==> config.mk <==
export PLATFORM = sky130hd
export DESIGN_NAME = rm_wbeat_gen
export DESIGN_NICKNAME = d
export VERILOG_FILES = /design/src/rtl/rm_wbeat_gen.sv
export SDC_FILE = /design/constraint.sdc
export NUM_CORES = 1
export LEC_CHECK = 0
export ABC_AREA = 1
export BUFFER_PORTS_ARGS = -buffer_cell sky130_fd_sc_hd__buf_2
export CAP_MARGIN = 20
export CORE_UTILIZATION = 42
export CTS_CLUSTER_SIZE = 40
export DETAILED_ROUTE_END_ITERATION = 6
export GPL_TIMING_DRIVEN = 1
export MAX_ROUTING_LAYER = met4
export PLACE_DENSITY = 0.76
export SLEW_MARGIN = 5
export SYNTH_ARGS = -nofsm -noshare
export SYNTH_HDL_FRONTEND = slang
export SYNTH_SLANG_ARGS = --single-unit
==> constraint.sdc <==
create_clock -name clk -period 3.33 [get_ports clk]
set_input_delay 0.1665 -clock clk [delete_from_list [all_inputs] [get_ports clk]]
set_output_delay 0.1665 -clock clk [all_outputs]
set_load 0.02 [all_outputs]
==> src/rtl/rm_wbeat_gen.sv <==
// rtl/rm_wbeat_gen.sv - W beat generator: slices a command into aligned beats
// with per-element strobes, pulling element data from an upstream aligner.
module rm_wbeat_gen #(
  parameter int EW   = 8,
  parameter int OBEC = 16,
  parameter int AW   = 32,
  parameter int LENW = 16,
  localparam int OBECW = $clog2(OBEC + 1),
  localparam int OOFSW = $clog2(OBEC)
) (
  input  logic                 clk,
  input  logic                 rstn,
  input  logic                 cmd_val,
  output logic                 cmd_rdy,
  input  logic [AW-1:0]        cmd_addr,
  input  logic [LENW-1:0]      cmd_len,
  input  logic                 a_val,
  output logic                 a_rdy,
  input  logic [OBEC*EW-1:0]   a_ob,
  output logic [OOFSW-1:0]     a_oofs,
  output logic [OBECW-1:0]     a_oec,
  output logic                 w_valid,
  input  logic                 w_ready,
  output logic [OBEC*EW-1:0]   w_data,
  output logic [OBEC-1:0]      w_strb,
  output logic                 w_last,
  output logic                 cmd_done,
  output logic                 busy
);

  typedef enum logic {IDLE, ACTIVE} state_t;

  state_t           state;
  logic [OOFSW-1:0] ofs;
  logic [LENW-1:0]  rem;
  logic [LENW:0]    room;
  logic [LENW:0]    rem_x;
  logic [LENW:0]    oec_full;
  logic [OBECW:0]   ofs_x;
  logic [OBECW:0]   end_x;
  logic [OBEC-1:0]  nxt_strb;
  logic             active;
  logic             take_a;
  logic             last_beat;
  logic             unused_addr;

  // Only the in-beat offset of the start address matters here.
  assign unused_addr = ^cmd_addr[AW-1:OOFSW];

  assign active    = (state == ACTIVE);
  assign cmd_rdy   = ~active;
  assign a_rdy     = active & (~w_valid | w_ready);
  assign take_a    = a_val & a_rdy;
  assign busy      = active | w_valid;
  assign last_beat = (oec_full == rem_x);

  // Extra bit keeps min(OBEC-ofs, rem) exact for rem up to 2^LENW-1.
  always_comb begin
    room     = (LENW+1)'(OBEC) - (LENW+1)'(ofs);
    rem_x    = (LENW+1)'(rem);
    oec_full = (room < rem_x) ? room : rem_x;
  end

  assign a_oofs = active ? ofs : '0;
  assign a_oec  = active ? OBECW'(oec_full) : '0;

  always_comb begin
    ofs_x    = (OBECW+1)'(ofs);
    end_x    = ofs_x + (OBECW+1)'(oec_full);
    nxt_strb = '0;
    for (int i = 0; i < OBEC; i++) begin
      nxt_strb[i] = ((OBECW+1)'(i) >= ofs_x) && ((OBECW+1)'(i) < end_x);
    end
  end

  always_ff @(posedge clk) begin
    if (!rstn) begin
      state    <= IDLE;
      ofs      <= '0;
      rem      <= '0;
      w_valid  <= 1'b0;
      w_last   <= 1'b0;
      w_strb   <= '0;
      w_data   <= '0;
      cmd_done <= 1'b0;
    end else begin
      cmd_done <= w_valid & w_ready & w_last;
      if (w_valid && w_ready) begin
        w_valid <= 1'b0;
      end
      case (state)
        IDLE: begin
          if (cmd_val) begin
            if (cmd_len != '0) begin
              ofs   <= cmd_addr[OOFSW-1:0];
              rem   <= cmd_len;
              state <= ACTIVE;
            end else begin
              cmd_done <= 1'b1;
            end
          end
        end
        ACTIVE: begin
          // Loading here overrides the clear above when the beat is reloaded.
          if (take_a) begin
            w_data  <= a_ob;
            w_strb  <= nxt_strb;
            w_last  <= last_beat;
            w_valid <= 1'b1;
            rem     <= rem - oec_full[LENW-1:0];
            ofs     <= '0;
            if (last_beat) begin
              state <= IDLE;
            end
          end
        end
        default: state <= IDLE;
      endcase
    end
  end

endmodule

==> flow_summary.json, run 1 <==
{
  "io_pins": 340,
  "vdd_drop_max_uv": 406,
  "worst_path_largest_cell_delay_ps": 370,
  "synth-edff-count": 0,
  "start_util_pct": 43.5,
  "cts.sinks": 168,
  "clk_pin_slew_ps": 80,
  "final_util_pct": 68.7,
  "antenna_found_initial": 0,
  "hold_viol": 0,
  "grt.total_usage_pct": 28.1,
  "ys_seq_elements": 168,
  "highest_layer": "met4",
  "gp_congestion": 0.902,
  "syn-cell-area_um2": 7290,
  "rsz0062_at_grt": "true",
  "synthCells": 1019,
  "crit_top_cell": "nand2_1",
  "yosysSeqAreaShare_pct": 46.1,
  "ys_top_cells_by_count": "nor2_1, dfxtp_1, o21ai_0",
  "grt_pass1_vias": 8158,
  "wirelength_um": 25900,
  "cts_tree": "built",
  "h-tree-depth": 4,
  "core_area_um2": 16800,
  "yosysMostFrequentCell": "nor2_1",
  "maxCapViolations": 0,
  "synth-compound-area-share_pct": 15.4,
  "critPathTopFamily": "simple AND/OR/NAND/NOR gates",
  "nNetsFinal": 1657,
  "fmax_ghz": 0.277,
  "cp_max_fo": 6,
  "grt_overflow": 0,
  "grt_pass1_wl_um": 38900,
  "synthAdderAreaFrac_pct": 3.47,
  "drive_above_1_share_pct": 36.3,
  "slowest_stage": "dfxtp_4",
  "area_growth_pct": 57.9,
  "setup_ws_ps": -278,
  "wl_met3_um": 1730,
  "drt_iter0_drc": 556,
  "hold_class": "in2reg",
  "n_antenna_cell": 0,
  "die-area_um2": 17900,
  "async_reset_ff_share_pct": 0,
  "post-route-min-period_ps": 3610,
  "path_buf_inv": 5,
  "dp_hpwl_um": 15500,
  "outcome": "finished, violations left",
  "synth-simple-area-share_pct": 27.1,
  "wl_met2_um": 13000,
  "syn_avg_cell_area_um2": 7.15,
  "violations": "negative setup slack",
  "die_h_um": 134,
  "wl_per_cell_um": 15.4,
  "synth-main-ff-cell": "dfxtp_1",
  "root_buffer": "clkbuf_16",
  "fin_hold_ws_ps": 15.7,
  "power_w": 0.00662,
  "synth_area_leaders": "dfxtp_1, nor2_1, o21ai_0",
  "cts_buffers": 17,
  "fin_crit_sh_pct": 108,
  "synth_xor_area_share_pct": 1.08,
  "synth_nets": 1219,
  "synth_top_family_by_area": "simple AND/OR/NAND/NOR gates",
  "muxShareOfSynthArea_pct": 0,
  "synth.top_cell.area_share_pct": 46.1,
  "num_rows": 47,
  "synth_top_cell_by_area": "dfxtp_1",
  "grt_max_degree": 94,
  "route.detailed.drc": 0,
  "setup_viol": 27,
  "firstDrtPassIters": 5,
  "viasPerCell": 5.07,
  "end_kind": "flip-flop",
  "cp_data_arrival_time_ps": 3890,
  "vias": 8576,
  "synth.distinct_cells": 34,
  "ant_nets": 0,
  "slew_viol_final": 0,
  "tightest_slew_ps": 768,
  "leakagePower_nw": 5.51,
  "die_w_um": 134,
  "clock_latency_ps": 430,
  "clk_path_buf_depth": 2,
  "io_buffers": 311,
  "required_ps": 3610,
  "m1WireLength_um": 10300,
  "power_density_nw_per_um2": 575,
  "start_kind": "flip-flop",
  "ys.warnings.count": 0,
  "critPathKind": "reg2reg",
  "fin_skew_ps": 13.6,
  "max_slew_margin_pct": 48.8
}
[flip-flops by register name, summed over array words and instances (netlist names)]
name,flops
active,1
cmd_done,1
ofs,4
rem,16
w_data,128
w_last,1
w_strb,16
w_valid,1
[cell families after synthesis]
group,Yosys count
fa+ha+maj,19
compound gates,216
flops,168
buf+inv,126
simple gates,481
xor+xnor,9
[final timing paths]
| kind | start | endpoint | slack (ps) | cells past startpoint |
|---|---|---|---|---|
| worst min-delay path | a_ob[89] | w_data[89] | 20 | 3 |
| worst min register to register | w_strb[11] | w_strb[11] | 460 | 2 |
| worst max register to register | ofs[1] | rem[12] | -280 | 26 |
| worst max-delay path | ofs[1] | rem[12] | -280 | 26 |
[tightest hold or removal path: stages]
cell and delay [ps]:
buf_2 70, o21ai_0 70, nor2_1 80
[through the flow]
| stage | setup WS [ps] | TNS (ps) | area [um2] | std cells |
|---|---|---|---|---|
| 6_report | -278 | -5600 | 11500 | 1690 |
| 3_5_place_dp | -277 | -4830 | 9340 | 1547 |
| 3_3_place_gp | -154 | -2070 | 9340 | 1547 |
| 4_1_cts | -104 | -1130 | 11200 | 1677 |
| 2_1_floorplan | 8.97 | 0 | 7310 | 1019 |
| 5_1_grt | -594 | -13630 | 11500 | 1690 |
[cell usage in the layout, fill, tap and decap left out, types with 10 or more instances in the layout]
| master | Yosys | final |
|---|---|---|
| nand4_1 | 10 | 10 |
| dfxtp_1 | 168 | 165 |
| ha_1 | 17 | 10 |
| inv_2 | 15 | 18 |
| clkbuf_16 | 0 | 17 |
| nand3_1 | 36 | 24 |
| nand3_2 | 3 | 12 |
| o21ai_0 | 144 | 142 |
| nand2_1 | 91 | 83 |
| a21oi_1 | 49 | 35 |
| nor2_1 | 322 | 307 |
| dlygate4sd3_1 | 0 | 89 |
| inv_1 | 52 | 44 |
| nor2_2 | 4 | 11 |
| buf_2 | 13 | 310 |
| buf_4 | 1 | 67 |
[metal layers]
layer | vias up | global-route usage, %
li1 | 4163 | -
met1 | 3929 | 30.7
met2 | 403 | 48.6
met3 | 81 | 6.24
met4 | 0 | 12.8
met5 | - | -
[area by class of cell]
type | count | area (um2)
Sequential cell | 168 | 3370
Inverter | 67 | 264
Fill cell | 1307 | 5250
Multi-Input combinational cell | 725 | 3870
Tap cell | 220 | 275
Clock buffer | 17 | 425
Clock inverter | 15 | 201
Timing Repair Buffer | 477 | 3100
Timing Repair inverter | 1 | 7.51
[power by group]
part	internal (W)	switching (W)	total, W
Sequential	0.00216	0.0000941	0.00225
Clock	0.00116	0.000934	0.00209
Combinational	0.000997	0.00128	0.00227
Total	0.00431	0.00230	0.00662
[repair_timing]
item,4_1_cts,5_1_grt
buffers inserted,8,12
pin swaps,26,44
gates resized for setup,50,60
hold buffers,89,0
gates cloned,1,0
setup endpoints to repair,28,33
hold endpoints to repair,89,0
Power figures use the tool's default switching activity.
==> run 2, diff against run 1 <==
- PLACE_DENSITY: 0.76 -> 0.78
==> flow_summary.json, run 2 (synthesis gave the netlist of run 1 again) <==
{
  "leakagePower_nw": 5.33,
  "clk_path_buf_depth": 2,
  "cp_data_arrival_time_ps": 3910,
  "cts.sinks": 168,
  "setup_viol": 28,
  "drive_above_1_share_pct": 37.0,
  "grt_overflow": 0,
  "setup_ws_ps": -286,
  "reg2reg_slack_ps": -290,
  "wirelength_um": 25100,
  "reg2regPathDepth": 26,
  "rsz0062_at_grt": "true",
  "h-tree-depth": 4,
  "maxCapViolations": 0,
  "clk_pin_slew_ps": 70,
  "outcome": "finished, violations left",
  "post-route-min-period_ps": 3620,
  "vias": 8367,
  "fmax_ghz": 0.277,
  "finalSetupTns_ps": -4900,
  "hold_viol": 0,
  "max_slew_margin_pct": 48.1,
  "grt_pass1_wl_um": 37400,
  "top_register": "w_data",
  "die_h_um": 134,
  "tightest_slew_ps": 777,
  "layout_common_cells": "buf_2, nor2_1, dfxtp_1",
  "critPathKind": "reg2reg",
  "dp_hpwl_um": 15900,
  "start_util_pct": 43.5,
  "fillers": 1366,
  "reg_top3": "w_data x128, rem x16, w_strb x16",
  "place_ws_ps": -323,
  "antenna_found_initial": 0,
  "grt_max_degree": 89,
  "swShare_pct": 35.5,
  "die-area_um2": 17900,
  "grt_pass1_vias": 7912,
  "nNetsFinal": 1623,
  "combPwrFrac_pct": 34.5,
  "route.detailed.drc": 6,
  "endpoint": "w_strb[9]",
  "end_kind": "flip-flop",
  "largest_reg_flops": 128,
  "hold_class": "in2reg",
  "viasPerCell": 5.05,
  "p_int_w": 0.00412,
  "p_sw_w": 0.00227,
  "root_buffer": "clkbuf_16",
  "vdd_drop_max_uv": 403,
  "start_kind": "flip-flop",
  "cp_max_fo": 9,
  "wl_per_cell_um": 15.2,
  "n_antenna_cell": 0,
  "io_buffers": 311,
  "die_w_um": 134,
  "slew_viol_final": 0,
  "r2r-start": "ofs[1]",
  "seqPwrFrac_pct": 35.2,
  "ant_nets": 0,
  "clock_latency_ps": 430,
  "power_density_nw_per_um2": 574,
  "grt.total_usage_pct": 27.1,
  "fin_skew_ps": 11.0,
  "required_ps": 3620,
  "drt_iter0_drc": 505,
  "firstDrtPassIters": 7,
  "violations": "design-rule violations, negative setup slack",
  "cts_tree": "built",
  "area_growth_pct": 52.9,
  "gp_congestion": 0.932,
  "clkPwrFrac_pct": 30.3,
  "core_area_um2": 16800,
  "cts_buffers": 17,
  "final_common_cell": "buf_2",
  "r2r_end": "w_strb[9]",
  "io_pins": 340,
  "num_rows": 47,
  "fin_crit_sh_pct": 109,
  "setup.worst_path.start": "ofs[1]"
}
==> run 2: cell types whose count changed in the layout (fill, tap and decap cells not counted), moves of 3 or more <==
cell | before | now
dlygate4sd3_1 | 89 | 61
a21oi_2 | 9 | 13
nand3_2 | 12 | 15
buf_6 | 8 | 4
nand3_1 | 24 | 21
a21oi_4 | 6 | 3
inv_4 | 5 | 2
==> run 2: worst min-delay path by stage <==
stage	start	end	cells past startpoint
floorplan	cmd_addr[1]	ofs[1]	2
global placement	a_ob[62]	w_data[62]	3
detailed placement	a_ob[114]	w_data[114]	3
CTS	a_ob[0]	w_data[0]	3
global route	a_ob[19]	w_data[19]	3
finish	a_ob[99]	w_data[99]	3
==> run 2: metal layers <==
layer	routed length [um]	vias up	track usage [%]
met4	950	0	13.3
met3	1720	73	5.44
met1	9620	3820	28.4
met5	0	-	-
met2	12800	385	48.0
li1	-	4089	-
==> run 2: stage by stage <==
stage / power, W / hold slack, ps / instances / cell area (um2) / util, %
final: 0.00640 / 6.37 / 1656 / 11100 / 66.5
after global placement: 0.00394 / 412 / 1549 / 9360 / 55.8
after floorplan: 0.00332 / 317 / 1019 / 7310 / -
after detailed placement: 0.00398 / 420 / 1549 / 9360 / 55.8
after global routing: 0.00671 / 2.74 / 1656 / 11100 / 66.5
after CTS: 0.00613 / 0.176 / 1645 / 10800 / 64.4
==> run 2: what timing repair did <==
action,CTS,global route
pin swaps,20,28
endpoints found under the setup margin,27,33
endpoints found under the hold margin,61,0
hold buffers,61,0
gates resized for setup,48,60
buffers inserted,3,10
==> run 2: power groups by stage <==
stage	clock network, W	registers [W]	logic [W]
2_1_floorplan	0	0.00244	0.000884
3_3_place_gp	0	0.00228	0.00166
3_5_place_dp	0	0.00229	0.00169
4_1_cts	0.00198	0.00225	0.00191
5_1_grt	0.00206	0.00227	0.00238
6_report	0.00194	0.00225	0.00221
==> run 2: area by class of cell <==
| type | instances | area, um2 | area share (%) |
|---|---|---|---|
| sequential | 168 | 3370 | 30.2 |
| inverter | 67 | 264 | 2.37 |
| multi-input combinational | 725 | 3890 | 34.9 |
| timing repair buffer | 444 | 2770 | 24.9 |
| clock inverter | 14 | 153 | 1.37 |
| tap | 220 | 275 | 2.47 |
| clock buffer | 18 | 429 | 3.85 |
==> run 2: worst max-delay path, stage by stage, from the launching register on <==
cell and delay (ps):
dfxtp_4 360, buf_4 140, nor2_4 110, nand2_2 70, xor2_1 240, inv_1 150, ha_4 290, nand2_2 60
inv_2 50, nand2_1 60, nand2_2 80, nand2_4 70, inv_8 100, buf_4 130, a21oi_4 70, buf_6 130
ha_4 300, nand3_4 80, nand3_4 120, xor2_4 200, buf_6 130, buf_4 110, nand3_2 130, nand3_1 100
nor2_1 50, nor2_1 90, nor2_1 40
